### src/rtl/max_bus_responder.sv
// ---------------------------------------------------------------------------
// max_bus_responder
//
// CPLD-side responder for the FPGA parallel register bus. The FPGA drives
// max_csn / max_wen / max_oen asynchronously. This block synchronizes them,
// decodes reads and writes into a four-entry register file, and turns CTRL
// writes into a held reconfiguration request toward the configuration
// sequencer.
//
// Ports
//   clkin_max_100  in   1   sole clock
//   sys_reset      in   1   asynchronous active-high reset
//   max_csn        in   1   chip select, active low, asynchronous
//   max_wen        in   1   write strobe, active low, asynchronous
//   max_oen        in   1   read strobe, active low, asynchronous
//   bus_addr       in   2   register address
//   bus_din        in  16   write data
//   bus_dout       out 16   read data
//   bus_doe        out  1   read-data output enable
//   cur_page       in   2   page currently loaded by the sequencer
//   conf_done      in   1   FPGA configuration done (asynchronous)
//   reconfig_req   out  1   level request to reconfigure from page_sel
//   page_sel       out  2   target page, stable while reconfig_req=1
//   reconfig_ack   in   1   single-cycle pulse, consumes the request
//
// Register map
//   0 ID       RO  ID_VALUE
//   1 CTRL     [0] REQ (write-1 launch, reads reconfig_req), [2:1] PAGE
//   2 STATUS   [1:0] cur_page, [2] conf_done, [3] busy, [4] ERR (W1C)
//   3 SCRATCH  RW 16 bits
// ---------------------------------------------------------------------------
module max_bus_responder #(
   parameter logic [15:0] ID_VALUE     = 16'h5A01,
   parameter logic [1:0]  DEFAULT_PAGE = 2'b01
) (
   input  logic        clkin_max_100,
   input  logic        sys_reset,
   input  logic        max_csn,
   input  logic        max_wen,
   input  logic        max_oen,
   input  logic [1:0]  bus_addr,
   input  logic [15:0] bus_din,
   output logic [15:0] bus_dout,
   output logic        bus_doe,
   input  logic [1:0]  cur_page,
   input  logic        conf_done,
   output logic        reconfig_req,
   output logic [1:0]  page_sel,
   input  logic        reconfig_ack
);

   localparam logic [1:0] ADDR_ID      = 2'd0;
   localparam logic [1:0] ADDR_CTRL    = 2'd1;
   localparam logic [1:0] ADDR_STATUS  = 2'd2;
   localparam logic [1:0] ADDR_SCRATCH = 2'd3;

   typedef enum logic [1:0] {
      IDLE      = 2'd0,
      WR_ACT    = 2'd1,
      WR_COMMIT = 2'd2,
      RD_ACT    = 2'd3
   } state_t;

   // ------------------------------------------------------------------------
   // Strobe synchronizers. Bit order {oen, wen, csn}; all flops reset to the
   // inactive (high) level so a reset never looks like an access.
   // ------------------------------------------------------------------------
   logic [2:0] strobe_pin;
   logic [2:0] strobe_sync;
   logic       csn_s;
   logic       wen_s;
   logic       oen_s;

   assign strobe_pin = {max_oen, max_wen, max_csn};

   genvar gi;
   generate
      for (gi = 0; gi < 3; gi++) begin : g_strobe_sync
         logic meta_reg;
         logic sync_reg;

         always_ff @(posedge clkin_max_100 or posedge sys_reset) begin
            if (sys_reset) begin
               meta_reg <= 1'b1;
               sync_reg <= 1'b1;
            end else begin
               meta_reg <= strobe_pin[gi];
               sync_reg <= meta_reg;
            end
         end

         assign strobe_sync[gi] = sync_reg;
      end
   endgenerate

   assign csn_s = strobe_sync[0];
   assign wen_s = strobe_sync[1];
   assign oen_s = strobe_sync[2];

   // conf_done synchronizer (reported in STATUS only).
   logic conf_meta_reg;
   logic conf_s_reg;

   always_ff @(posedge clkin_max_100 or posedge sys_reset) begin
      if (sys_reset) begin
         conf_meta_reg <= 1'b0;
         conf_s_reg    <= 1'b0;
      end else begin
         conf_meta_reg <= conf_done;
         conf_s_reg    <= conf_meta_reg;
      end
   end

   // ------------------------------------------------------------------------
   // Access FSM
   // ------------------------------------------------------------------------
   state_t state_reg;
   state_t state_next;
   logic   load_rd;        // entering RD_ACT: capture read data
   logic   commit;         // WR_COMMIT cycle: apply addr_q/data_q

   always_comb begin
      state_next = state_reg;
      load_rd    = 1'b0;
      unique case (state_reg)
         IDLE: begin
            // A write wins even when oen is low at the same time.
            if (!csn_s && !wen_s) begin
               state_next = WR_ACT;
            end else if (!csn_s && !oen_s) begin
               state_next = RD_ACT;
               load_rd    = 1'b1;
            end
         end
         WR_ACT: begin
            if (wen_s || csn_s) begin
               state_next = WR_COMMIT;
            end
         end
         WR_COMMIT: begin
            state_next = IDLE;
         end
         RD_ACT: begin
            // A write strobe during a read aborts the read so the bus
            // is released before the write is taken.
            if (oen_s || csn_s || !wen_s) begin
               state_next = IDLE;
            end
         end
         default: begin
            state_next = IDLE;
         end
      endcase
   end

   assign commit = (state_reg == WR_COMMIT);

   always_ff @(posedge clkin_max_100 or posedge sys_reset) begin
      if (sys_reset) begin
         state_reg <= IDLE;
      end else begin
         state_reg <= state_next;
      end
   end

   // ------------------------------------------------------------------------
   // Write capture: addr/data follow the pins for the whole write strobe so
   // the last sampled value (pins still stable) is what gets committed.
   // ------------------------------------------------------------------------
   logic [1:0]  addr_q_reg;
   logic [15:0] data_q_reg;

   always_ff @(posedge clkin_max_100 or posedge sys_reset) begin
      if (sys_reset) begin
         addr_q_reg <= 2'd0;
         data_q_reg <= 16'd0;
      end else if (state_reg == WR_ACT) begin
         addr_q_reg <= bus_addr;
         data_q_reg <= bus_din;
      end
   end

   // ------------------------------------------------------------------------
   // Register file and request handshake
   // ------------------------------------------------------------------------
   logic        req_reg;
   logic [1:0]  page_reg;
   logic        err_reg;
   logic [15:0] scratch_reg;
   logic [1:0]  wr_page;

   assign wr_page = data_q_reg[2:1];

   always_ff @(posedge clkin_max_100 or posedge sys_reset) begin
      if (sys_reset) begin
         req_reg     <= 1'b0;
         page_reg    <= DEFAULT_PAGE;
         err_reg     <= 1'b0;
         scratch_reg <= 16'd0;
      end else begin
         // An ack only ever clears a pending request; a CTRL commit only
         // ever sets one when none is pending, so the two never collide.
         if (req_reg && reconfig_ack) begin
            req_reg <= 1'b0;
         end
         if (commit) begin
            unique case (addr_q_reg)
               ADDR_CTRL: begin
                  // While busy the whole CTRL write is dropped, even an
                  // invalid page that would otherwise raise ERR.
                  if (!req_reg) begin
                     if (wr_page == 2'b11) begin
                        err_reg <= 1'b1;
                     end else begin
                        page_reg <= wr_page;
                        if (data_q_reg[0]) begin
                           req_reg <= 1'b1;
                        end
                     end
                  end
               end
               ADDR_STATUS: begin
                  if (data_q_reg[4]) begin
                     err_reg <= 1'b0;
                  end
               end
               ADDR_SCRATCH: begin
                  scratch_reg <= data_q_reg;
               end
               default: begin
                  // ID is read-only
               end
            endcase
         end
      end
   end

   assign reconfig_req = req_reg;
   assign page_sel     = page_reg;

   // ------------------------------------------------------------------------
   // Read path: data is captured once on entry to RD_ACT and held.
   // ------------------------------------------------------------------------
   logic [15:0] rd_data;

   always_comb begin
      rd_data = 16'd0;
      unique case (bus_addr)
         ADDR_ID:      rd_data = ID_VALUE;
         ADDR_CTRL:    rd_data = {13'd0, page_reg, req_reg};
         ADDR_STATUS:  rd_data = {11'd0, err_reg, req_reg, conf_s_reg, cur_page};
         ADDR_SCRATCH: rd_data = scratch_reg;
         default:      rd_data = 16'd0;
      endcase
   end

   logic [15:0] dout_reg;
   logic        doe_reg;

   always_ff @(posedge clkin_max_100 or posedge sys_reset) begin
      if (sys_reset) begin
         dout_reg <= 16'd0;
         doe_reg  <= 1'b0;
      end else begin
         doe_reg <= (state_next == RD_ACT);
         if (load_rd) begin
            dout_reg <= rd_data;
         end
      end
   end

   // Gating with wen_s drops the enable in the very cycle a write strobe
   // appears, before the FSM has had an edge to leave RD_ACT.
   assign bus_doe  = doe_reg & wen_s;
   assign bus_dout = dout_reg;

endmodule

### config.mk
export PLATFORM = sky130hd
export DESIGN_NAME = max_bus_responder
export DESIGN_NICKNAME = d
export VERILOG_FILES = /design/src/rtl/max_bus_responder.sv
export SDC_FILE = /design/constraint.sdc
export NUM_CORES = 1
export LEC_CHECK = 0
export BUFFER_PORTS_ARGS = -buffer_cell sky130_fd_sc_hd__buf_4
export CAP_MARGIN = 20
export CELL_PAD_IN_SITES_DETAIL_PLACEMENT = 1
export CELL_PAD_IN_SITES_GLOBAL_PLACEMENT = 2
export CORE_MARGIN = 4
export CORE_UTILIZATION = 38
export DETAILED_ROUTE_END_ITERATION = 16
export PLACE_DENSITY = 0.86
export SETUP_SLACK_MARGIN = 0.15
export SYNTH_ARGS = -nofsm -noshare
export SYNTH_HDL_FRONTEND = slang
export SYNTH_SLANG_ARGS = --single-unit
### constraint.sdc
create_clock -name clkin_max_100 -period 3.02 [get_ports clkin_max_100]
set_input_delay 0.906 -clock clkin_max_100 [delete_from_list [all_inputs] [get_ports clkin_max_100]]
set_output_delay 0.906 -clock clkin_max_100 [all_outputs]
set_load 0.05 [all_outputs]
==> run_results.csv <==
group,metric,value,unit
outcome,status,"finished, final reports clean",
routing,wl_per_cell,15.5,microns
timing,skew,8.64,ps
layout,nets,258,
synth,synth_nets,206,
routing,antenna_left,0,
grt,grt_pass1_wl,8.88,mm
synth,seq_area_frac_synth,61.2,%
clocking,htree_levels,3,
timing,whs,355,ps
clocking,tritoncts,"built",
floorplan,die_w,91.9,microns
synth,synth.ff_latch_count,65,
routing,vias,1566,
clocking,cts_sinks,65,
grt,grt_max_degree,66,
critical_path,endpoint_kind,"output pin",
routing,drtIter0Drc,37,
clocking,clkTransAtPathRegs,70,ps
floorplan,die_area,0.00844,sq mm
flow_run,drv_cap,0,
place,routabilityCongestion,0.684,
synth,synth-compound-area-share,4.03,%
floorplan,num_rows,30,
timing,grt_setup_unrepaired,"no",
clocking,cts-buffers-inserted,9,
synth,synthArstFlopShare,100,%
clocking,cts_resized,0,
synth,synth_top_family_by_area,"multiplexers",
critical_path,arrival,1220,ps
critical_path,cp_max_fo,5,
routing,routed_wl,5.15,mm
floorplan,die_y,91.9,microns
synth,synth_area,0.00267,sq mm
clocking,post_cts_buffers,0,
floorplan,core,0.00683,sq mm
critical_path,cp_data_required_time,2110,ps
timing,report.final.setup_viol,0,
place,io_buffers,46,
place,place_hpwl,3.49,mm
critical_path,path_class,"register to output pin",
pwr,leakagePower,1.58,nW
floorplan,initial_core_util,39.1,%
synth,synth_simple_gate_area_share,7.77,%
synth,syn_area_per_cell,14.9,sq um
layout,drive_gt1_share,50.2,%
floorplan,ios,47,
timing,slew_headroom,77.4,%
synth,ys_warn_count,0,
synth,synthCells,179,
timing,max_freq,0.470,GHz
synth,synth_edf_count,0,
min_path,hp-class,"register to register",
layout,syn_to_final_growth,25.2,%
layout,n_antenna_cell,0,
pwr,powerDensity,922,mW/mm^2
synth,synthDistinctLibCells,32,
timing,period_needed,2130,ps
timing,fin_crit_sh,70.4,%
critical_path,startpoint_type,"register",
layout,fillers,715,
grt,overflow,0,
routing,drt_first_pass_iters,4,
pwr,vdd_drop_max,0.378,mV
synth,synth_xor_area_share,0,%
timing,finalHoldViolCount,0,
synth,synth_fa_ha_area_share,0,%
grt,grt_usage,13.6,%
clocking,cts_hold_buf,0,
synth,synth_mux_area_share,24.3,%
grt,grt_pass1_vias,1797,
clocking,root_buffer,"clkbuf_8",
pwr,total_power,3.09,mW
timing,maxSlewViolCount,0,
clocking,clock_latency,340,ps
routing,viasPerCell,4.73,
clocking,clockBufferDepth,2,
timing,tightest_slew,339,ps
timing,final.setup.tns,0,ps
synth,ys.flop_type,"dfrtp_1",
grt,antenna_found_initial,0,
routing,drc,0,
==> path summary, 6_finish.rpt <==
check / from / to / slack [ps] / depth (start not counted)
hold reg to reg: conf_meta_reg / conf_s_reg / 360 / 0
min in group asynchronous: sys_reset / bus_dout[5] / 640 / 3
max in group asynchronous: sys_reset / page_sel[0] / 2080 / 3
setup reg to reg: g_strobe_sync[1].sync_reg / bus_dout[6] / 1410 / 4
hold / removal: conf_meta_reg / conf_s_reg / 360 / 0
setup / recovery: g_strobe_sync[1].sync_reg / bus_doe / 890 / 2
==> cells in the final DEF, fill, tap and decap left out, types with 2 or more instances in the layout <==
| cell type | synthesis | routed |
|---|---|---|
| buf_4 | 0 | 48 |
| a21oi_1 | 4 | 4 |
| a22o_1 | 3 | 3 |
| mux2_1 | 6 | 6 |
| inv_1 | 7 | 6 |
| o22a_1 | 2 | 2 |
| mux2_2 | 32 | 32 |
| dfstp_2 | 7 | 7 |
| nand2b_1 | 2 | 2 |
| and3_1 | 7 | 7 |
| and2_1 | 2 | 2 |
| dfrtp_1 | 58 | 58 |
| nor3_1 | 2 | 2 |
| clkbuf_8 | 0 | 10 |
| bufinv_16 | 0 | 2 |
| o22ai_1 | 2 | 2 |
| nor2b_1 | 5 | 4 |
| mux2i_1 | 7 | 7 |
| clkinvlp_4 | 0 | 2 |
| mux2_4 | 10 | 10 |
| nand2_1 | 3 | 3 |
==> worst max-delay path, cell delays in order (launching register included) <==
cell     delay [ps]
dfstp_2         560
and2_1          130
buf_4           190
==> cells by family after synthesis <==
logic type,after synthesis
multiplexers,55
AO/OA/AOI/OAI,15
buffers and inverters,15
AND/OR/NAND/NOR,29
flip-flops,65
==> layer usage <==
| layer | routed length, microns | part of all wire [%] | track usage (%) |
|---|---|---|---|
| met1 | 2200 | 43 | 16.3 |
| met2 | 2640 | 51 | 22.3 |
| met3 | 241 | 4.7 | 4.59 |
| met4 | 65 | 1.3 | 5.57 |
| met5 | 0 | 0 | 0 |
==> synth_stat cells, types with 4 or more instances <==
cell type / n / area (sq um)
a21oi_1: 4 / 20.0
and3_1: 7 / 43.8
clkbuf_1: 4 / 15.0
dfrtp_1: 58 / 1450
dfstp_2: 7 / 184
inv_1: 7 / 26.3
mux2_1: 6 / 67.6
mux2_2: 32 / 360
mux2_4: 10 / 150
mux2i_1: 7 / 70.1
nor2b_1: 5 / 31.3
==> area by class of cell <==
cell class                 instances  area, sq um  area share [%]
tap                               96          120            3.59
timing repair buffer              49          380            11.4
inverter                           7         26.3           0.785
clock inverter                     5         80.1            2.39
sequential                        65         1640            48.9
multi-input combinational         99          966            28.9
clock buffer                      10          138            4.11
==> where the power goes <==
| group | total (mW) | internal, mW | switching [mW] |
|---|---|---|---|
| registers | 1.35 | 1.16 | 0.186 |
| logic | 0.927 | 0.432 | 0.495 |
| clock network | 0.809 | 0.481 | 0.328 |
==> stage by stage <==
| step | std cells | util, % | cell area (sq um) | worst slack, ps |
|---|---|---|---|---|
| CTS | 331 | 49.0 | 3350 | 866 |
| detailed placement | 316 | 45.8 | 3130 | 993 |
| global route | 331 | 49.0 | 3350 | 826 |
| finish | 331 | 49.0 | 3350 | 893 |
| floorplan | 179 | - | 2670 | 499 |
| global placement | 316 | 45.8 | 3130 | 1010 |
Power figures use the tool's default switching activity.
